File: src/rtl/stream_pkg.sv
// Shared stream types and helpers.
// Used by the stream arbiter slice.
package stream_pkg;

  typedef enum logic {
    ARB_IDLE,
    ARB_BUSY
  } arb_state_e;

  function automatic int clog2(input int n);
    int r;
    r = 0;
    while ((1 << r) < n) r++;
    return r;
  endfunction

  // Index width for n streams, never below 1 bit.
  function automatic int id_wd(input int n);
    return (clog2(n) < 1) ? 1 : clog2(n);
  endfunction

endpackage

File: src/rtl/stream_rr_pick.sv
// Circular first-one finder starting at ptr.
// Doubled request vector, masked below ptr, lowest bit isolated.
module stream_rr_pick
  import stream_pkg::*;
#(
  parameter int N  = 4,
  parameter int IW = id_wd(N)
) (
  input  logic [N-1:0]  req_i,
  input  logic [IW-1:0] ptr_i,
  output logic [IW-1:0] idx_o,
  output logic          any_o
);

  localparam logic [2*N-1:0] ONE = {{(2*N-1){1'b0}}, 1'b1};

  logic [2*N-1:0] dbl;
  logic [2*N-1:0] msk;
  logic [2*N-1:0] low;

  // Mask off bits below ptr, keep lowest survivor, fold back to index.
  always_comb begin
    dbl   = {req_i, req_i};
    msk   = dbl & ({(2*N){1'b1}} << ptr_i);
    low   = msk & (~msk + ONE);
    idx_o = ptr_i;
    for (int j = 0; j < 2*N; j++) begin
      if (low[j]) idx_o = IW'(j % N);
    end
    any_o = |req_i;
  end

endmodule

File: src/rtl/stream_rr_arbiter.sv
// Packet-aware round-robin N:1 stream arbiter.
// Zero-latency pass-through; grant held on stall and through packets.
module stream_rr_arbiter
  import stream_pkg::*;
#(
  parameter int NUM_IN   = 4,
  parameter int DATA_WD  = 32,
  parameter int LOCK_PKT = 1,
  parameter int ID_WD    = id_wd(NUM_IN)
) (
  input  logic                      clk,
  input  logic                      rstn,
  input  logic [NUM_IN*DATA_WD-1:0] s_data,
  input  logic [NUM_IN-1:0]         s_valid,
  input  logic [NUM_IN-1:0]         s_last,
  output logic [NUM_IN-1:0]         s_ready,
  output logic [DATA_WD-1:0]        m_data,
  output logic                      m_valid,
  output logic                      m_last,
  input  logic                      m_ready,
  output logic [ID_WD-1:0]          m_id
);

  arb_state_e       state_q, state_d;
  logic [ID_WD-1:0] ptr_q, ptr_d;
  logic [ID_WD-1:0] gnt_q, gnt_d;
  logic [ID_WD-1:0] pick;
  logic             pick_any;
  logic [ID_WD-1:0] gnt;
  logic             sel_v;
  logic             fire;

  function automatic logic [ID_WD-1:0] inc(input logic [ID_WD-1:0] p);
    return (p == ID_WD'(NUM_IN-1)) ? '0 : p + ID_WD'(1);
  endfunction

  stream_rr_pick #(
    .N  (NUM_IN),
    .IW (ID_WD)
  ) u_pick (
    .req_i (s_valid),
    .ptr_i (ptr_q),
    .idx_o (pick),
    .any_o (pick_any)
  );

  // Output mux following the current grant; gated while in reset.
  always_comb begin
    gnt     = (state_q == ARB_BUSY) ? gnt_q : pick;
    sel_v   = 1'b0;
    m_last  = 1'b0;
    m_data  = '0;
    s_ready = '0;
    for (int i = 0; i < NUM_IN; i++) begin
      if (ID_WD'(i) == gnt) begin
        sel_v      = s_valid[i];
        m_last     = s_last[i];
        m_data     = s_data[i*DATA_WD +: DATA_WD];
        s_ready[i] = m_ready & rstn;
      end
    end
    m_valid = rstn & ((state_q == ARB_IDLE) ? pick_any : sel_v);
    m_id    = gnt;
    fire    = m_valid & m_ready;
  end

  // Next state: lock grant on stall or open packet, advance ptr on release.
  always_comb begin
    state_d = state_q;
    ptr_d   = ptr_q;
    gnt_d   = gnt_q;
    unique case (state_q)
      ARB_IDLE: begin
        if (m_valid && !m_ready) begin
          state_d = ARB_BUSY;
          gnt_d   = gnt;
        end else if (fire) begin
          if ((LOCK_PKT != 0) && !m_last) begin
            state_d = ARB_BUSY;
            gnt_d   = gnt;
          end else begin
            ptr_d = inc(gnt);
          end
        end
      end
      ARB_BUSY: begin
        if (fire && (m_last || (LOCK_PKT == 0))) begin
          state_d = ARB_IDLE;
          ptr_d   = inc(gnt_q);
        end
      end
      default: state_d = ARB_IDLE;
    endcase
  end

  // State, pointer and latched grant registers.
  always_ff @(posedge clk or negedge rstn) begin
    if (!rstn) begin
      state_q <= ARB_IDLE;
      ptr_q   <= '0;
      gnt_q   <= '0;
    end else begin
      state_q <= state_d;
      ptr_q   <= ptr_d;
      gnt_q   <= gnt_d;
    end
  end

endmodule

File: config.mk
export PLATFORM = sky130hd
export DESIGN_NAME = stream_rr_arbiter
export DESIGN_NICKNAME = d
export VERILOG_FILES = /design/src/rtl/stream_pkg.sv /design/src/rtl/stream_rr_pick.sv /design/src/rtl/stream_rr_arbiter.sv
export SDC_FILE = /design/constraint.sdc
export NUM_CORES = 1
export LEC_CHECK = 0
export BUFFER_PORTS_ARGS = -buffer_cell sky130_fd_sc_hd__buf_2
export CAP_MARGIN = 20
export CORE_AREA = 2 2 70 72
export DETAILED_ROUTE_END_ITERATION = 6
export DIE_AREA = 0 0 72 74
export GPL_ROUTABILITY_DRIVEN = 1
export PLACE_DENSITY = 0.81
export SYNTH_ARGS = -nofsm -noshare
export SYNTH_HDL_FRONTEND = slang
export SYNTH_HIERARCHICAL = 1
export SYNTH_SLANG_ARGS = --single-unit
File: constraint.sdc
create_clock -name clk -period 7.6 [get_ports clk]
set_input_delay 0 -clock clk [delete_from_list [all_inputs] [get_ports clk]]
set_output_delay 0 -clock clk [all_outputs]
set_load 0.02 [all_outputs]
# ---- Word level (Yosys, flattened, before mapping)
# Cells that the tools add are included.
# W data, S select, Z words.
dict set report word_totals {
  output_inout_bits 40
  wordCells 73
  input_bits 139
  register_bits 5
}
dict set report classes {
  eq_ne 10
  shifts 1
  muxes 41
  reduce_logical 8
  n_bitwise 7
  n_addsub 3
}
# operator n
set ops {}
lappend ops {{$mux W32} 4}
lappend ops {{$mux W2} 18}
lappend ops {{$mux W1} 17}
lappend ops {{$and A8 B8 Y8} 2}
lappend ops {{$add A8 B1 Y8 const B} 1}
lappend ops {{$not A8 Y8} 1}
lappend ops {{$shl A8 B2 Y8 const A} 1}
lappend ops {{$ne A2 B2 Y1 const B} 3}
lappend ops {{$add A2 B1 Y2 const B} 2}
lappend ops {{$eq A2 B2 Y1 const A} 2}
lappend ops {{$eq A2 B2 Y1 const B} 2}
lappend ops {{$ne A2 B1 Y1 const B} 2}
lappend ops {{$pmux W2 S2} 1}
lappend ops {{$reduce_and A4 Y1} 1}
lappend ops {{$reduce_or A4 Y1} 1}
lappend ops {{$and A1 B1 Y1} 3}
lappend ops {{$reduce_and A3 Y1} 1}
lappend ops {{$eq A1 B2 Y1 const A} 1}
lappend ops {{$logic_and A1 B1 Y1} 2}
lappend ops {{$logic_not A2 Y1} 1}
lappend ops {{$pmux W1 S2} 1}
lappend ops {{$reduce_bool A2 Y1} 1}
lappend ops {{$logic_not A1 Y1} 1}
lappend ops {{$not A1 Y1} 1}

# ---- Longest topological paths before layout
dict set report depth {
  depth_word 25
  ltp_mapped 11
  ltp_nobuf 10
}

# ---- Hierarchy
# Netlist, hierarchy kept.
# module n_inst area_each_um2 cells_each seq_area_each_um2
set modules_own_cells {}
lappend modules_own_cells {stream_rr_arbiter 1 1437.6 197 125.1}
lappend modules_own_cells {stream_rr_pick 1 103.8 16 0.0}

# ---- Least setup slack after synthesis
# No wires, ideal clock.
dict set report synth_timing {
  kind {register -> register}
  from {register ptr_q[0]}
  to {register ptr_q[0]}
  n_path_buf 1
  slack_ns 4.958
  path_stages_with_launch 12
  synth_period_minus_slack_ns 2.642
  required_time_ns 7.473
  setup_time_ns 0.127
  arrival_time_ns 2.515
  path_cell_list {dfrtp_1 > nand2b_1 > a21oi_1 > a221oi_2 > mux2i_1 > inv_1 > ha_1 > buf_6 > nand3b_4 > a2111oi_4 > nand3b_2 > mux2_1}
}
dict set report synth_via {
  elab_chain_cells 25
  elab_cells_between_ends 43
  cone_classes {add/sub (2); eq/ne (8); shift (1); mux (23); bitwise (5); reduce/logical (4)}
}
# element line
set synth_lines {}
lappend synth_lines {{start: declaration} stream_rr_arbiter.sv:25} ;# logic [ID_WD-1:0] ptr_q, ptr_d;
lappend synth_lines {{start signal: assignment} stream_rr_arbiter.sv:104} ;# ptr_q <= ptr_d;
lappend synth_lines {{$shl A8 B2 Y8} stream_rr_pick.sv:24} ;# msk = dbl & ({(2*N){1'b1}} << ptr_i);
lappend synth_lines {{$and A8 B8 Y8} stream_rr_pick.sv:24}
lappend synth_lines {{$not A8 Y8} stream_rr_pick.sv:25} ;# low = msk & (~msk + ONE);
lappend synth_lines {{$add A8 B1 Y8} stream_rr_pick.sv:25}
lappend synth_lines {{$and A8 B8 Y8} stream_rr_pick.sv:25}
lappend synth_lines {{$mux W2 (7 in series)} stream_rr_pick.sv:28} ;# if (low[j]) idx_o = IW'(j % N);
lappend synth_lines {{$mux W2 *} stream_rr_pick.sv:28}
lappend synth_lines {{net pick[0]} stream_rr_arbiter.sv:27} ;# logic [ID_WD-1:0] pick;
lappend synth_lines {{[... 1 more ...]} -}
lappend synth_lines {{net m_id[0]} stream_rr_arbiter.sv:21} ;# output logic [ID_WD-1:0] m_id
lappend synth_lines {{$logic_not A2 Y1} stream_rr_arbiter.sv:55} ;# if (ID_WD'(i) == gnt) begin
lappend synth_lines {{$mux W1 (4 in series)} stream_rr_arbiter.sv:55}
lappend synth_lines {{$mux W1} stream_rr_arbiter.sv:62} ;# m_valid = rstn & ((state_q == ARB_IDLE) ? pick_any : sel_v);
lappend synth_lines {{$and A1 B1 Y1} stream_rr_arbiter.sv:62}
lappend synth_lines {{$and A1 B1 Y1} stream_rr_arbiter.sv:64} ;# fire = m_valid & m_ready;
lappend synth_lines {{$logic_and A1 B1 Y1} stream_rr_arbiter.sv:87} ;# if (fire && (m_last || (LOCK_PKT == 0))) begin
lappend synth_lines {{$ne A2 B1 Y1 (no line)} -}
lappend synth_lines {{$reduce_and A4 Y1 (no line)} -}
# Mark *: on every way through the listed nets, which the timed path passes. The rest lies on a longest branch. The select of a mux whose other input is x is not followed.
# A chain may end at the register's enable or synchronous reset.

# ---- Worst setup path after layout
dict set report layout_timing {
  from {register ptr_q[0]}
  to {register ptr_q[1]}
}
dict set report layout_via {
  elab_chain_cells 25
  elab_cells_between_ends 43
  cone_classes {add/sub (2); eq/ne (8); shift (1); mux (23); bitwise (5); reduce/logical (4)}
}
# element line
set layout_lines {}
lappend layout_lines {{$shl A8 B2 Y8} stream_rr_pick.sv:24}
lappend layout_lines {{$and A8 B8 Y8} stream_rr_pick.sv:24}
lappend layout_lines {{$not A8 Y8} stream_rr_pick.sv:25}
lappend layout_lines {{$add A8 B1 Y8} stream_rr_pick.sv:25}
lappend layout_lines {{$and A8 B8 Y8} stream_rr_pick.sv:25}
lappend layout_lines {{$mux W2 (7 in series)} stream_rr_pick.sv:28}
lappend layout_lines {{$mux W2 *} stream_rr_pick.sv:28}
lappend layout_lines {{net pick[0]} stream_rr_arbiter.sv:27}
lappend layout_lines {{$mux W2 *} stream_rr_arbiter.sv:49} ;# gnt = (state_q == ARB_BUSY) ? gnt_q : pick;
lappend layout_lines {{$logic_not A2 Y1} stream_rr_arbiter.sv:55}
lappend layout_lines {{$mux W1 (4 in series)} stream_rr_arbiter.sv:55}
lappend layout_lines {{$mux W1} stream_rr_arbiter.sv:62}
lappend layout_lines {{$and A1 B1 Y1} stream_rr_arbiter.sv:62}
lappend layout_lines {{$and A1 B1 Y1} stream_rr_arbiter.sv:64}
lappend layout_lines {{$logic_and A1 B1 Y1} stream_rr_arbiter.sv:87}
lappend layout_lines {{$ne A2 B1 Y1 (no line)} -}
lappend layout_lines {{$reduce_and A4 Y1 (no line)} -}
# Marks and branches as above.

==> flow_metrics.py <==
metrics = {
    "yosys": {
        "post-synth-top-area-cell": "sky130_fd_sc_hd__a221oi_1",
        "ys_async_sr_fraction": 1.00,
        "synthesized_nets": 356,
        "synthXorXnorAreaFrac": 0.00568,
        "flops_latches_synth": 5,
        "synth_commonest_cells": "sky130_fd_sc_hd__nand2_1 (35), sky130_fd_sc_hd__nor2b_1 (32), sky130_fd_sc_hd__a221oi_1 (31), sky130_fd_sc_hd__o31ai_1 (31), sky130_fd_sc_hd__clkbuf_1 (18)",
        "synth_cell_type_count": 41,
        "main_combinational_cell_family_by_area_after_synthesis": "compound AO/OA/AOI/OAI gates",
        "synth_area_per_cell_um2": 7.24,
        "number_of_synthesized_flops_with_an_enable_pin": 0,
        "synth_compound_gate_area_share": 0.423,
        "synth-warning-count": 6,
        "synth-seq-area-share": 0.0812,
        "synth_mux_area_frac": 0.0422,
        "synth_largest_type_area_fraction": 0.176,
        "synth_simple_gate_area_share": 0.339,
        "netlist_top_cells_area": "sky130_fd_sc_hd__a221oi_1 (18%), sky130_fd_sc_hd__o31ai_1 (15%), sky130_fd_sc_hd__nor2b_1 (13%), sky130_fd_sc_hd__nand2_1 (8.5%), sky130_fd_sc_hd__dfrtp_1 (8.1%)",
        "post_synth_fa_ha_maj_area_fraction": 0.0325,
        "synth-main-ff-cell": "sky130_fd_sc_hd__dfrtp_1",
        "syn_area_mm2": 0.00154,
        "synth_cells": 213,
        "yosysMostFrequentCell": "sky130_fd_sc_hd__nand2_1",
    },
    "critical_path": {
        "timing.rr.end": "ptr_q[1]",
        "worst_path_largest_cell_delay_ps": 630,
        "critical_path_sink": "ptr_q[1]",
        "worst_r2r_startpoint": "ptr_q[0]",
        "critical-path-slowest-cell": "sky130_fd_sc_hd__ha_1",
        "register_to_register_setup_slack_ps": 3990,
        "path_cells": "nor2b_4, a21o_1, a221oi_2, mux2i_1, inv_1, ha_1, buf_4, and2b_1, buf_4, a211o_1, nand3b_2, mux2_1",
        "worstPathMaxFanout": 32,
        "timing.critical_path.max_delay_family": "compound AO/OA/AOI/OAI gates",
        "worstPathBufferInverterCount": 3,
        "worst-endpoint-required_ps": 7700,
        "cp-start-kind": "flop",
        "critical_path_arrival_ps": 3710,
        "crit_start": "ptr_q[0]",
        "timing.critical_path.depth": 12,
        "worstSetupEndpointType": "flop",
        "path_common_cell": "sky130_fd_sc_hd__buf_4",
        "criticalPathCategory": "flop to flop",
        "r2r_cells": 12,
    },
    "cts": {
        "clock_path_buffers": 2,
        "clock_sink_count": 5,
        "cts_tree": "done",
        "worst_setup_hold_path_clk_slew_ps": 40,
        "cts_made_buffers": 3,
        "cts-htree-levels": 1,
        "clock_insertion_delay_worst_skew_ps": 230,
        "clk_root_buffer_cell": "sky130_fd_sc_hd__clkbuf_8",
    },
    "timing": {
        "worstMarginPinSlew_ps": 1070,
        "setup_viol_count_final": 0,
        "final_min_period_over_clock_period": 0.475,
        "post-route-min-period_ps": 3610,
        "fin_skew_ps": 5.58,
        "post-route-worst-setup-slack_ps": 3990,
        "totalNegativeSetupSlack_ps": 0,
        "hold_viol_final": 0,
        "fmax_mhz": 277,
        "slew-limit-headroom": 0.289,
        "grt_setup_unrepaired": "no",
        "final-max-slew-violation-count": 0,
    },
    "floorplanning": {
        "boundaryPins": 179,
        "die_y_um": 74,
        "die-area_mm2": 0.00533,
        "die_width_um": 72,
        "row_count": 25,
        "floorplan.initialDensity": 0.335,
        "floorplan.core_area_mm2": 0.00460,
    },
    "drt": {
        "route.detailed.drc": 0,
        "initial_drc_count": 94,
        "drt-pass1-iter-count": 4,
        "routed_wire_length_per_instance_um": 14.2,
        "ant_nets": 0,
        "vias": 2279,
        "wl_um": 6090,
        "post_drt_via_cell_ratio": 5.31,
    },
    "grt": {
        "vias_in_the_first_global_route": 2014,
        "grt_max_degree": 72,
        "globalRoute.totalOverflow": 0,
        "grt.total_usage": 0.207,
        "grt_antenna_before_repair": 0,
        "first_pass_grt_wire_length_um": 9050,
    },
    "finish": {
        "design.final.nets": 519,
        "fin_area_mm2": 0.00248,
        "diodes": 0,
        "finish.utilization": 0.539,
        "areaGrowthSynthToFinish_pct": 60.9,
        "layout.filler_cells": 453,
        "final_layout_size_suffix_gt1_frac": 0.523,
    },
    "power": {
        "power_density_mw_per_mm2": 544,
        "vdd.ir_drop.worst_v": 0.000443,
        "total_power_uw": 1350,
        "static-leakage-power_uw": 0.00126,
    },
    "place": {
        "placement.io_buffers": 178,
        "gp_congestion": 0.846,
        "dp_hpwl_um": 4760,
        "place_worst_setup_slack_ps": 4000,
        "placement.cell_area_mm2": 0.00242,
    },
    "job": {
        "drv.max_cap_violation_count": 0,
    },
    "worst_hold_path": {
        "hold_path_class": "input pin to async pin",
    },
    "status": {
        "run_status": "finished clean",
    },
}
==> flip-flops by register name (all words and copies together) (netlist names) <==
register	cells
ptr_q	2
state_q	1
gnt_q	2
==> repair_timing <==
action	in CTS	in global routing
buffers inserted	0	0
hold buffers	1	0
gates resized for setup	0	0
endpoints found under the hold margin	5	0
==> per-layer routing <==
metal,part of all wire,wire (um),GRT usage
met5,0,0,0
met4,0.0095,58,0.0482
met3,0.078,475,0.0352
met2,0.50,3040,0.380
met1,0.41,2520,0.255
==> through the flow <==
stage	cells	hold WS [ps]
global placement	424	-148
global route	429	167
finish	429	152
detailed placement	424	-146
CTS	429	142
floorplan	213	-296
==> placed cells by master, fill, tap and decap left out, types with 2 or more instances in the layout <==
master	synthesis	routed
sky130_fd_sc_hd__a21oi_1	4	4
sky130_fd_sc_hd__a221oi_1	31	31
sky130_fd_sc_hd__and3_1	4	4
sky130_fd_sc_hd__buf_2	4	178
sky130_fd_sc_hd__buf_4	0	3
sky130_fd_sc_hd__clkbuf_8	0	3
sky130_fd_sc_hd__dfrtp_1	5	5
sky130_fd_sc_hd__ha_1	4	2
sky130_fd_sc_hd__ha_2	0	2
sky130_fd_sc_hd__inv_1	3	3
sky130_fd_sc_hd__mux2_1	4	4
sky130_fd_sc_hd__mux2i_1	2	2
sky130_fd_sc_hd__nand2_1	35	35
sky130_fd_sc_hd__nand2b_1	3	3
sky130_fd_sc_hd__nand3b_1	2	2
sky130_fd_sc_hd__nor2_1	3	3
sky130_fd_sc_hd__nor2b_1	32	32
sky130_fd_sc_hd__nor2b_4	2	2
sky130_fd_sc_hd__nor3b_2	2	2
sky130_fd_sc_hd__o21ai_0	2	2
sky130_fd_sc_hd__o31ai_1	31	31
==> report_power, final <==
group	switching [uW]	leakage, uW	internal (uW)
sequential	20.1	0.0000578	39.4
combinational	763	0.00118	475
clock	14.5	0.0000228	36.1
==> worst min path at each step <==
stage / start / to / slack (ps) / cells past startpoint
floorplan: rstn / gnt_q[0] / -300 / 0
global placement: rstn / gnt_q[0] / -150 / 1
detailed placement: rstn / gnt_q[0] / -150 / 1
CTS: rstn / gnt_q[0] / 140 / 2
global route: rstn / gnt_q[0] / 170 / 2
finish: rstn / gnt_q[0] / 150 / 2
==> layout make-up <==
| cell class | instances | area [um2] | area share |
|---|---|---|---|
| multi-input combinational | 180 | 1300 | 0.526 |
| timing repair buffer | 182 | 923 | 0.372 |
| sequential | 5 | 125 | 0.0505 |
| tap | 54 | 67.6 | 0.0272 |
| clock buffer | 4 | 45.0 | 0.0182 |
| inverter | 4 | 15.0 | 0.00605 |
==> cells by family after synthesis <==
| logic type | after synthesis |
|---|---|
| compound gates | 79 |
| xor+xnor | 1 |
| fa+ha+maj | 4 |
| buf+inv | 28 |
| flops | 5 |
| mux | 6 |
| simple gates | 90 |
Power figures use the tool's default switching activity.
